==> src/rtl/alu_ctrl_seq_pkg.sv <==
// alu_ctrl_seq_pkg: shared ALU opcodes, funct codes, hilo_sel codes and FSM states
package alu_ctrl_seq_pkg;
  typedef enum logic [2:0] {
    OP_AND = 3'b000,
    OP_OR  = 3'b001,
    OP_ADD = 3'b010,
    OP_SUB = 3'b110,
    OP_SLT = 3'b111,
    OP_SLL = 3'b100
  } alu_opn_e;
  typedef enum logic [1:0] {HS_ALU = 2'b00, HS_HI = 2'b01, HS_LO = 2'b10} hilo_sel_e;
  typedef enum logic [1:0] {IDLE, RUN, DONE} state_e;
  localparam logic [1:0] AOP_ADD   = 2'b00;
  localparam logic [1:0] AOP_SUB   = 2'b01;
  localparam logic [1:0] AOP_RTYPE = 2'b10;
  localparam logic [1:0] AOP_ANDI  = 2'b11;
  localparam logic [5:0] F_ADD   = 6'b100000;
  localparam logic [5:0] F_SUB   = 6'b100010;
  localparam logic [5:0] F_AND   = 6'b100100;
  localparam logic [5:0] F_OR    = 6'b100101;
  localparam logic [5:0] F_SLT   = 6'b101010;
  localparam logic [5:0] F_SLL   = 6'b000000;
  localparam logic [5:0] F_MULTU = 6'b011001;
  localparam logic [5:0] F_DIVU  = 6'b011011;
  localparam logic [5:0] F_MFHI  = 6'b010000;
  localparam logic [5:0] F_MFLO  = 6'b010010;
  function automatic logic hilo_dep(logic [5:0] f);
    return f == F_MULTU || f == F_DIVU || f == F_MFHI || f == F_MFLO;
  endfunction
endpackage

==> src/rtl/alu_ctrl_seq_if.sv <==
// alu_ctrl_seq_if: decode-stage instruction fields and control outputs
interface alu_ctrl_seq_if;
  logic       valid;
  logic [1:0] alu_op;
  logic [5:0] funct;
  logic [2:0] alu_operation;
  logic [1:0] hilo_sel;
  logic       md_start;
  logic       md_step;
  logic       md_mode;
  logic       hilo_we;
  logic       busy;
  logic       stall;
  logic       illegal;
  modport master (
    output valid, alu_op, funct,
    input  alu_operation, hilo_sel, md_start, md_step, md_mode, hilo_we, busy, stall, illegal
  );
  modport slave (
    input  valid, alu_op, funct,
    output alu_operation, hilo_sel, md_start, md_step, md_mode, hilo_we, busy, stall, illegal
  );
endinterface

==> src/rtl/md_seq_counter.sv <==
// md_seq_counter: iteration counter flagging the final multiply/divide step
module md_seq_counter #(
  parameter int DATA_W = 32
) (
  input  logic clk,
  input  logic rst,
  input  logic clr,
  input  logic en,
  output logic last
);
  localparam int CW = $clog2(DATA_W + 1);
  logic [CW-1:0] cnt;
  always_ff @(posedge clk) begin
    if (rst || clr) cnt <= '0;
    else if (en) cnt <= cnt + 1'b1;
  end
  assign last = cnt == CW'(DATA_W - 1);
endmodule

==> src/rtl/alu_ctrl_seq.sv <==
// alu_ctrl_seq: ALU control decoder with multi-cycle MULTU/DIVU sequencer
module alu_ctrl_seq
  import alu_ctrl_seq_pkg::*;
#(
  parameter int DATA_W      = 32,
  parameter bit SUPPORT_DIV = 1
) (
  input logic clk,
  input logic rst,
  alu_ctrl_seq_if.slave bus
);
  alu_opn_e  op;
  hilo_sel_e hs;
  state_e    state, nxt;
  logic      ill, rtype, go, last, md_mode, md_start;
  assign rtype = bus.alu_op == AOP_RTYPE;
  always_comb begin
    op  = OP_AND;
    hs  = HS_ALU;
    ill = 1'b0;
    case (bus.alu_op)
      AOP_ADD:  op = OP_ADD;
      AOP_SUB:  op = OP_SUB;
      AOP_ANDI: op = OP_AND;
      default: case (bus.funct)
        F_ADD:          op = OP_ADD;
        F_SUB:          op = OP_SUB;
        F_AND, F_MULTU: op = OP_AND;
        F_OR:           op = OP_OR;
        F_SLT:          op = OP_SLT;
        F_SLL:          op = OP_SLL;
        F_DIVU:         ill = !SUPPORT_DIV;
        F_MFHI:         hs = HS_HI;
        F_MFLO:         hs = HS_LO;
        default:        ill = 1'b1;
      endcase
    endcase
  end
  assign go = bus.valid && rtype && state == IDLE &&
              (bus.funct == F_MULTU || (SUPPORT_DIV && bus.funct == F_DIVU));
  always_comb nxt = state == IDLE ? (go ? RUN : IDLE) :
                    state == RUN  ? (last ? DONE : RUN) : IDLE;
  always_ff @(posedge clk) begin
    if (rst) begin
      state    <= IDLE;
      md_mode  <= 1'b0;
      md_start <= 1'b0;
    end else begin
      state    <= nxt;
      md_start <= go;
      if (go) md_mode <= bus.funct == F_DIVU;
    end
  end
  md_seq_counter #(.DATA_W(DATA_W)) u_cnt (
    .clk(clk),
    .rst(rst),
    .clr(go),
    .en(state == RUN),
    .last(last)
  );
  assign bus.alu_operation = op;
  assign bus.hilo_sel      = hs;
  assign bus.illegal       = ill;
  assign bus.md_start      = md_start;
  assign bus.md_step       = state == RUN;
  assign bus.md_mode       = md_mode;
  assign bus.hilo_we       = state == DONE;
  assign bus.busy          = state != IDLE;
  assign bus.stall         = bus.valid && state != IDLE && rtype && hilo_dep(bus.funct);
endmodule

==> src/flat_wrapper.sv <==
// flat-port wrapper written by rule: the top's interface ports become plain ports
module alu_ctrl_seq_flat import alu_ctrl_seq_pkg::*;
#(
  parameter int DATA_W      = 32,
  parameter bit SUPPORT_DIV = 1
)
  (clk, rst, bus_valid, bus_alu_op, bus_funct, bus_alu_operation, bus_hilo_sel, bus_md_start, bus_md_step, bus_md_mode, bus_hilo_we, bus_busy, bus_stall, bus_illegal);
  alu_ctrl_seq_if bus_i ();
  input logic clk;
  input logic rst;
  input wire logic [$bits(bus_i.valid)-1:0] bus_valid;
  input wire logic [$bits(bus_i.alu_op)-1:0] bus_alu_op;
  input wire logic [$bits(bus_i.funct)-1:0] bus_funct;
  output wire logic [$bits(bus_i.alu_operation)-1:0] bus_alu_operation;
  output wire logic [$bits(bus_i.hilo_sel)-1:0] bus_hilo_sel;
  output wire logic [$bits(bus_i.md_start)-1:0] bus_md_start;
  output wire logic [$bits(bus_i.md_step)-1:0] bus_md_step;
  output wire logic [$bits(bus_i.md_mode)-1:0] bus_md_mode;
  output wire logic [$bits(bus_i.hilo_we)-1:0] bus_hilo_we;
  output wire logic [$bits(bus_i.busy)-1:0] bus_busy;
  output wire logic [$bits(bus_i.stall)-1:0] bus_stall;
  output wire logic [$bits(bus_i.illegal)-1:0] bus_illegal;
  assign bus_i.valid = bus_valid;
  assign bus_i.alu_op = bus_alu_op;
  assign bus_i.funct = bus_funct;
  assign bus_alu_operation = bus_i.alu_operation;
  assign bus_hilo_sel = bus_i.hilo_sel;
  assign bus_md_start = bus_i.md_start;
  assign bus_md_step = bus_i.md_step;
  assign bus_md_mode = bus_i.md_mode;
  assign bus_hilo_we = bus_i.hilo_we;
  assign bus_busy = bus_i.busy;
  assign bus_stall = bus_i.stall;
  assign bus_illegal = bus_i.illegal;
  alu_ctrl_seq #(.DATA_W(DATA_W), .SUPPORT_DIV(SUPPORT_DIV)) u_core (.clk(clk), .rst(rst), .bus(bus_i));
endmodule
==> config.mk <==
export PLATFORM = sky130hd
export DESIGN_NAME = alu_ctrl_seq_flat
export DESIGN_NICKNAME = d
export VERILOG_FILES = /design/src/rtl/alu_ctrl_seq_pkg.sv /design/src/rtl/alu_ctrl_seq_if.sv /design/src/rtl/md_seq_counter.sv /design/src/rtl/alu_ctrl_seq.sv /design/src/flat_wrapper.sv
export SDC_FILE = /design/constraint.sdc
export NUM_CORES = 1
export LEC_CHECK = 0
export BUFFER_PORTS_ARGS = -buffer_cell sky130_fd_sc_hd__buf_2
export CORE_MARGIN = 4
export CORE_UTILIZATION = 40
export DETAILED_ROUTE_END_ITERATION = 16
export GPL_TIMING_DRIVEN = 0
export PLACE_DENSITY = 0.75
export SYNTH_ARGS = -nofsm -noshare
export SYNTH_HDL_FRONTEND = slang
export SYNTH_SLANG_ARGS = --single-unit
==> constraint.sdc <==
create_clock -name clk -period 3.1 [get_ports clk]
set_input_delay 0 -clock clk [delete_from_list [all_inputs] [get_ports clk]]
set_output_delay 0 -clock clk [all_outputs]
set_load 0.02 [all_outputs]
==> run summary, run 1 <==
Setup repair after global routing left no endpoint under its margin. The maximum net fanout on the critical path was 4; the data arrival time of the worst path was 1.17 ns. The tools report the CTS H-tree depth as 1. Clock latency on the worst-skew pair, taken at its later pin, is 0.26 ns. The internal power of the cells totals 0.190 mW. Measured along the y axis, the die boundary spans 48.1 µm. Number of antenna violations at the first check in global routing: 0. Dividing total power by cell area gives a power density of 321 nW/µm². The number of buffers on the longest clock path is 2. The time the worst path needs with I/O delays and setup came out at 1.17 ns. Leaving out fill and tap cells, the most frequent cells in the layout are sky130_fd_sc_hd__buf_2, sky130_fd_sc_hd__dfxtp_1, sky130_fd_sc_hd__nor2_1. The leading cell type in the layout, fill and taps excluded was sky130_fd_sc_hd__buf_2. The number of cells traversed by the worst register-to-register path is 5.

Detailed-route wire length per cell: 11.9 µm. The remaining global-route overflow was 0. The tools report the final net count as 114. Compared with the post-synthesis result, the final layout area differs by 23.0%. For the first-pass detailed-route iteration total, the log shows 4.

The post-route clock skew came out at 0.00302 ns. The last weighted congestion value of the routability-driven placer was 0.812. The share of the yosys chip area belonging to registers came out at 31.1%. The post-detailed-route via-to-cell ratio came out at 5.37.

For the number of vias in the routed layout, the log shows 623. Start-to-end type of the worst setup path: reg2out. Measured on the finished design, the core utilization comes to 52.5%. The max capacitance violation total came out at 0.

The first global-routing pass estimated 2420 µm of wire. Number of global-route vias before repair: 606. The run gives 6 as the DRC marker count from the first detailed-route iteration. The number of nets handed over by synthesis was 89. 23 I/O pins were placed.

Cells with a size suffix above 1 make up 30.0% of the layout. The highest attainable clock frequency was 0.853 GHz; the total count of hold-check failures in the final report was 0. Setup violations remaining at the end of the flow were counted as 0. Of the total power, combinational logic draws 15.9%. The tools report the relative contribution of the clock network to total power as 33.4%. TritonCTS built the clock tree. Number of pins with negative max-slew slack in the final report: 0. The run gives 3.10 ns as the required time of the worst setup path.

For this block, the routed nets add up to 1380 µm of wire. The master cell of the clock root buffer was sky130_fd_sc_hd__clkbuf_4. In this run switching power makes up 25.1% of total power.

In this run, synthesis produced a sequential element count of 10. The netlist uses 34 different library cells. The x dimension of the die works out to 48.1 µm.

The logs give 14 for the cell row count and 14.7% for the all-layer global routing usage. For this design, the sink count on the clock tree is 10. The logs give 11 for the maximum number of pins on one net before global-route repair and 190 µV for the maximum resistive drop on vdd.

The tools report the combined area of all synthesized cells as 643 µm². Once the floorplan was initialized, standard cells occupied 42.7% of the core. For this design the total switching power over the nets is 0.0637 mW.

The CTS buffer count was 3; the clock-pin slew reported for the worst setup and hold paths after clock tree synthesis was 0.06 ns. Estimated wirelength of the detail-placed design: 1080 µm. Type of the most critical hold path: in2reg.

For the pin with the worst max-slew slack, the measured transition is 0.338 ns. The total area inside the core boundary comes to 1510 µm². The run gives 77.5% as the worst slew slack as a fraction of its limit. The count of nets left with antenna violations once routing finished came out at 0. The worst setup path is captured at a primary output.

The number of instances in the synthesized netlist was 77; the leakage power summed over all cells was 0.370 nW. Buffers added to address setup during post-CTS repair amount to 0. After layout, the worst path uses 37.8% of the clock period. After filler insertion, the fill cell instance count of the layout stands at 142.

The flow ran to the end, and the final reports show no timing, DRC or antenna violations. The count of input and output buffers works out to 19. Sequential cells account for 50.7% of the total power. The worst setup path is launched from a register. The sum of negative setup slack was 0 ns.

The Yosys step of the flow raised 0 warnings. 0 antenna diodes ended up in the layout. For this run, design rule violations remaining after detail routing come to 0. A synthesized cell averages 8.35 µm². Overall power consumption after layout is estimated at 0.254 mW. The die area is 2310 µm².

The worst hold path passes through 3 cells.
cell families (layout without fill, tap and decap cells):
| logic type | count (synthesis) | count (layout) | share of synthesized area, % |
|---|---|---|---|
| buffers and inverters | 6 | 29 | 5.45 |
| flip-flops | 10 | 10 | 31.1 |
| AO/OA/AOI/OAI | 11 | 11 | 10.7 |
| AND/OR/NAND/NOR | 41 | 41 | 39.5 |
| XOR/XNOR | 6 | 6 | 8.17 |
| multiplexers | 2 | 2 | 3.11 |
| adder cells (fa/ha/maj) | 1 | 1 | 1.95 |
through the flow:
step	cell area, µm²	worst slack (ns)	cells	hold slack [ns]
final	791	1.93	116	0.0756
after global routing	791	1.80	116	0.0900
after CTS	791	1.90	116	0.0758
after detailed placement	758	1.92	112	0.228
after global placement	758	1.94	112	0.219
after floorplan	643	2.00	77	0.0691
power by group through the flow:
stage,combinational (mW),clock [mW],sequential (mW)
after floorplan,0.0252,0,0.132
after global placement,0.0386,0,0.132
after detailed placement,0.0398,0,0.132
after CTS,0.0409,0.0881,0.129
after global routing,0.0457,0.0958,0.129
final,0.0405,0.0849,0.129
repair_timing:
action                    in CTS  in global routing
hold endpoints to repair       4                  0
hold buffers                   1                  0
resized for setup              0                  0
per-layer routing:
metal	track usage (%)	wire, µm	vias up	part of all wire [%]
li1	-	-	323	-
met3	2.95	118	2	8.6
met5	0	0	-	0
met1	16.7	608	280	44
met2	25.3	635	18	46
met4	8.60	13	0	0.94
sequential cells by signal, summed over array words and instances (netlist names):
name                 cells
u_core.u_cnt.cnt         6
u_core.state             2
u_core.bus.md_mode       1
u_core.bus.md_start      1
layout make-up:
| cell class | count | area, µm² | area share (%) |
|---|---|---|---|
| Clock buffer | 3 | 22.5 | 2.85 |
| Multi-Input combinational cell | 61 | 408 | 51.6 |
| Tap cell | 16 | 20.0 | 2.53 |
| Sequential cell | 10 | 200 | 25.3 |
| Buffer | 4 | 27.5 | 3.48 |
| Timing Repair Buffer | 20 | 105 | 13.3 |
| Inverter | 2 | 7.51 | 0.949 |
synthesized netlist by cell type:
library cell	count	area, µm²
sky130_fd_sc_hd__a211oi_1	1	7.51
sky130_fd_sc_hd__a21oi_1	3	15.0
sky130_fd_sc_hd__a22oi_1	1	7.51
sky130_fd_sc_hd__a31oi_1	1	6.26
sky130_fd_sc_hd__and3_1	1	6.26
sky130_fd_sc_hd__and4_1	1	8.76
sky130_fd_sc_hd__and4b_1	1	10.0
sky130_fd_sc_hd__and4bb_2	1	12.5
sky130_fd_sc_hd__buf_2	1	5.00
sky130_fd_sc_hd__buf_4	1	7.51
sky130_fd_sc_hd__buf_6	1	11.3
sky130_fd_sc_hd__clkbuf_1	1	3.75
sky130_fd_sc_hd__dfxtp_1	10	200
sky130_fd_sc_hd__ha_1	1	12.5
sky130_fd_sc_hd__inv_1	2	7.51
sky130_fd_sc_hd__mux2i_1	2	20.0
sky130_fd_sc_hd__nand2_1	6	22.5
sky130_fd_sc_hd__nand2b_1	1	6.26
sky130_fd_sc_hd__nand2b_2	1	8.76
sky130_fd_sc_hd__nand4_1	4	25.0
sky130_fd_sc_hd__nand4_2	1	12.5
sky130_fd_sc_hd__nor2_1	9	33.8
sky130_fd_sc_hd__nor2b_1	6	37.5
sky130_fd_sc_hd__nor3_1	5	25.0
sky130_fd_sc_hd__nor3b_1	1	7.51
sky130_fd_sc_hd__nor4b_4	1	23.8
sky130_fd_sc_hd__o21ai_0	2	10.0
sky130_fd_sc_hd__o22ai_1	1	6.26
sky130_fd_sc_hd__o31ai_1	1	7.51
sky130_fd_sc_hd__o41ai_1	1	8.76
sky130_fd_sc_hd__or2_2	1	6.26
sky130_fd_sc_hd__or4_1	1	7.51
sky130_fd_sc_hd__xnor2_1	2	17.5
sky130_fd_sc_hd__xor2_1	4	35.0
worst paths after layout:
check                                        start                   to  slack [ns]
worst min register to register  u_core.bus.md_mode   u_core.bus.md_mode        0.50
worst max register to register     u_core.state[0]  u_core.u_cnt.cnt[4]        1.93
worst min-delay path                     bus_valid  u_core.bus.md_start        0.08
worst max-delay path               u_core.state[0]            bus_stall        1.93
critical path, stage by stage, from the launching register on:
cell and delay (ns):
sky130_fd_sc_hd__dfxtp_1 0.34, sky130_fd_sc_hd__or2_2 0.32, sky130_fd_sc_hd__nand2_1 0.06, sky130_fd_sc_hd__nor3_1 0.04, sky130_fd_sc_hd__buf_2 0.15
Note: power is estimated with default switching activity, not from simulation.
==> run 2: changes to the inputs <==
==> constraint.sdc (replaced) <==
create_clock -name clk -period 1.21 [get_ports clk]
set_input_delay 0 -clock clk [delete_from_list [all_inputs] [get_ports clk]]
set_output_delay 0 -clock clk [all_outputs]
set_load 0.02 [all_outputs]
==> run 2 against run 1 <==
Against the previous run:
- wire length is 0.22% higher
- critical path depth did not move
- setup slack lost 1.9 ns
- clock skew did not move
- power rose to 2.6 times the previous value
- critical endpoint unchanged
==> run summary, run 2 (synthesis results as in run 1) <==
The first-pass detailed-route iteration total came out at 3 (-1). Register with the most flip-flops: u_core.u_cnt.cnt. The run gives 0 (unchanged) as the total count of hold-check failures in the final report.

The number of flip-flops under the largest register name came out at 6 (unchanged). The all-layer global routing usage was 14.7% (unchanged). The floorplan die height is 48.1 µm (unchanged).

The post-detailed-route count of antenna-violating nets is 0 (unchanged), and the post-detailed-route via-to-cell ratio is 5.35 (-0.32%). The signal on the critical path passes through or2_2 > nand2_1 > nor3_1 > buf_2. Setup repair after global routing could not meet its margin everywhere. The largest individual stage delay along the critical path comes from the cell sky130_fd_sc_hd__dfxtp_1.

The x dimension of the die works out to 48.1 µm (unchanged). The share of final-layout standard cells stronger than drive strength 1 came out at 31.0% (+1.0 points). The worst path buffer plus inverter count was 1 (unchanged). The leakage power summed over all cells was 0.364 nW (-1.6%). The clock-pin slew reported for the worst setup and hold paths after clock tree synthesis was 0.06 ns (about the same); the post-CTS repair timing setup buffer count was 0 (unchanged). The maximum net fanout on the critical path is 4 (unchanged), and the area of the multi-input gates is 417 µm² (+2.1%).

The tools report the DRC marker count from the first detailed-route iteration as 5 (-1). The CTS H-tree depth is 1 (unchanged), and the number of cells after detailed placement is 112 (unchanged). Max capacitance violation total: 0 (unchanged). The count of endpoints failing setup in the final report was 0 (unchanged); the required time of the worst setup path was 1.21 ns (-1.89 ns). The leading cell type in the layout, fill and taps excluded is sky130_fd_sc_hd__buf_2. The post-route clock skew was 0.00302 ns (unchanged). The logs give 1510 µm² (unchanged) for the total core area and 53.2% (+0.66 points) for the utilization after layout.

The length of routed wiring on met1 is 611 µm (+0.49%), and the met3 layer wire length in the routed design is 118 µm (unchanged). Critical path capture point type: a primary output. For the estimated wirelength of the detail-placed design, the log shows 1080 µm (unchanged). The finished layout cell area was 801 µm² (+1.3%); the total number of clock tree sinks was 10 (unchanged).

For the non-filler instance count after layout, the log shows 116 (unchanged). The highest layer used for signal routing was met4. The met2 wire length is 635 µm (unchanged). The number of pins with negative max-slew slack in the final report came out at 0 (unchanged).

The cell area after placement was 758 µm² (unchanged). The largest registers in the layout are u_core.u_cnt.cnt x6, u_core.state x2. The tools report the total DRC errors in the routed layout as 0 (unchanged). From synthesis to final layout, the design area changed by 24.5%. The wire length after detailed routing was 1380 µm (+0.22%); the slack of the critical path was 0.0513 ns (-1.88 ns). The final net count was 114 (unchanged). Grouping stages by cell kind, the critical path spends the most delay in flip-flops.

The tools report the boundary pin count as 23 (unchanged). The tools report the master cell of the clock root buffer as sky130_fd_sc_hd__clkbuf_4. The number of vias in the routed layout was 621 (-0.32%). The remaining global-route overflow was 0 (unchanged); the maximum resistive drop on vdd was 502 µV (+160%). The die area was 2310 µm² (unchanged). The largest stage delay on the critical path was 0.40 ns (+0.06 ns).

In the layout the commonest cells are sky130_fd_sc_hd__buf_2, sky130_fd_sc_hd__nor2_1, sky130_fd_sc_hd__dfxtp_1. The worst hold path belongs to the class in2reg. Number of diodes: 0 (unchanged). The logs give 201 µm² (+0.62%) for the combined flip-flop and latch cell area and 2420 µm (unchanged) for the first-pass GRT wire length.

TritonCTS built the clock tree. The detailed-route wire length per cell was 11.9 µm (+0.22%); the part of the cycle the worst path needs was 95.8%. The worst slew slack as a fraction of its limit came out at 77.4% (about the same). For the clock latency of the later-clocked register in the worst-skew pair, the log shows 0.26 ns (about the same). The count of filler cells inserted in the layout is 141 (-0.70%). The highest attainable clock frequency is 0.863 GHz.

The maximum number of pins on one net before global-route repair came out at 11 (unchanged). The worst hold margin was 0.0571 ns (-0.0185 ns); the number of global-route vias before repair was 606 (unchanged). The tools report the number of antenna violations at the first check in global routing as 0 (unchanged). For the total power of the final layout, the log shows 0.653 mW (+160%). For the sum of negative setup slack, the log shows 0 ns (unchanged).

The effective utilization at floorplan was 42.7% (unchanged). The setup path with the least slack is of type reg2out. Subtracting the final worst setup slack from the clock period gives 1.16 ns.

Count of input and output buffers: 19 (unchanged). The cell row count is 14 (unchanged). Power density over cell area: 816 nW/µm² (+150%). The run gives 1.16 ns (about the same) as the data arrival time of the worst path. The number of buffers on the longest clock path was 2 (unchanged).

The slew at the pin closest to its max-slew limit works out to 0.339 ns (+0.000933 ns). STA classifies the critical path startpoint as a register. The run gives 3 (unchanged) as the CTS buffer count.

The worst slack at placement was 0.0304 ns (-1.89 ns). The run finished with clean final reports. The last weighted congestion value of the routability-driven placer is 0.812 (unchanged).
==> run 2: cell counts in the layout (fill, tap and decap cells not counted) <==
Identical to the previous run, type by type.
==> run 2: final cells by class <==
| class | instances | share of cell area (%) |
|---|---|---|
| Clock buffer | 3 | 2.81 |
| Timing Repair Buffer | 20 | 13.1 |
| Buffer | 4 | 3.44 |
| Tap cell | 16 | 2.50 |
| Sequential cell | 10 | 25.2 |
| Inverter | 2 | 0.938 |
| Multi-Input combinational cell | 61 | 52.0 |
==> run 2: what timing repair did <==
item | CTS | global route
endpoints found under the setup margin | 0 | 9
hold buffers | 1 | 0
hold endpoints to repair | 4 | 0
resized for setup | 0 | 2
==> run 2: where the power goes <==
part | leakage, nW | internal [mW] | total (mW) | switching [mW]
Combinational | 0.269 | 0.0440 | 0.106 | 0.0619
Sequential | 0.0810 | 0.330 | 0.330 | 0.000419
Clock | 0.0138 | 0.114 | 0.217 | 0.103
Total | 0.364 | 0.488 | 0.653 | 0.165
==> run 2: layer usage <==
metal	track usage [%]	up-vias
met5	0	-
met4	8.60	0
met3	2.95	2
met2	25.3	18
met1	16.7	278
li1	-	323
==> run 2: worst reg2reg max path, stage by stage (launching register included) <==
cell                       delay, ns
sky130_fd_sc_hd__dfxtp_2        0.34
sky130_fd_sc_hd__nor4b_4        0.32
sky130_fd_sc_hd__nand4_4        0.17
sky130_fd_sc_hd__nand2b_2       0.16
sky130_fd_sc_hd__nor2_1         0.06
==> run 2: worst paths after layout <==
check	startpoint	end	slack, ns	cells past startpoint
max	u_core.state[1]	bus_stall	0.05	4
min	bus_valid	u_core.bus.md_start	0.06	3
max reg2reg	u_core.state[0]	u_core.u_cnt.cnt[1]	0.06	4
min reg2reg	u_core.bus.md_mode	u_core.bus.md_mode	0.50	2
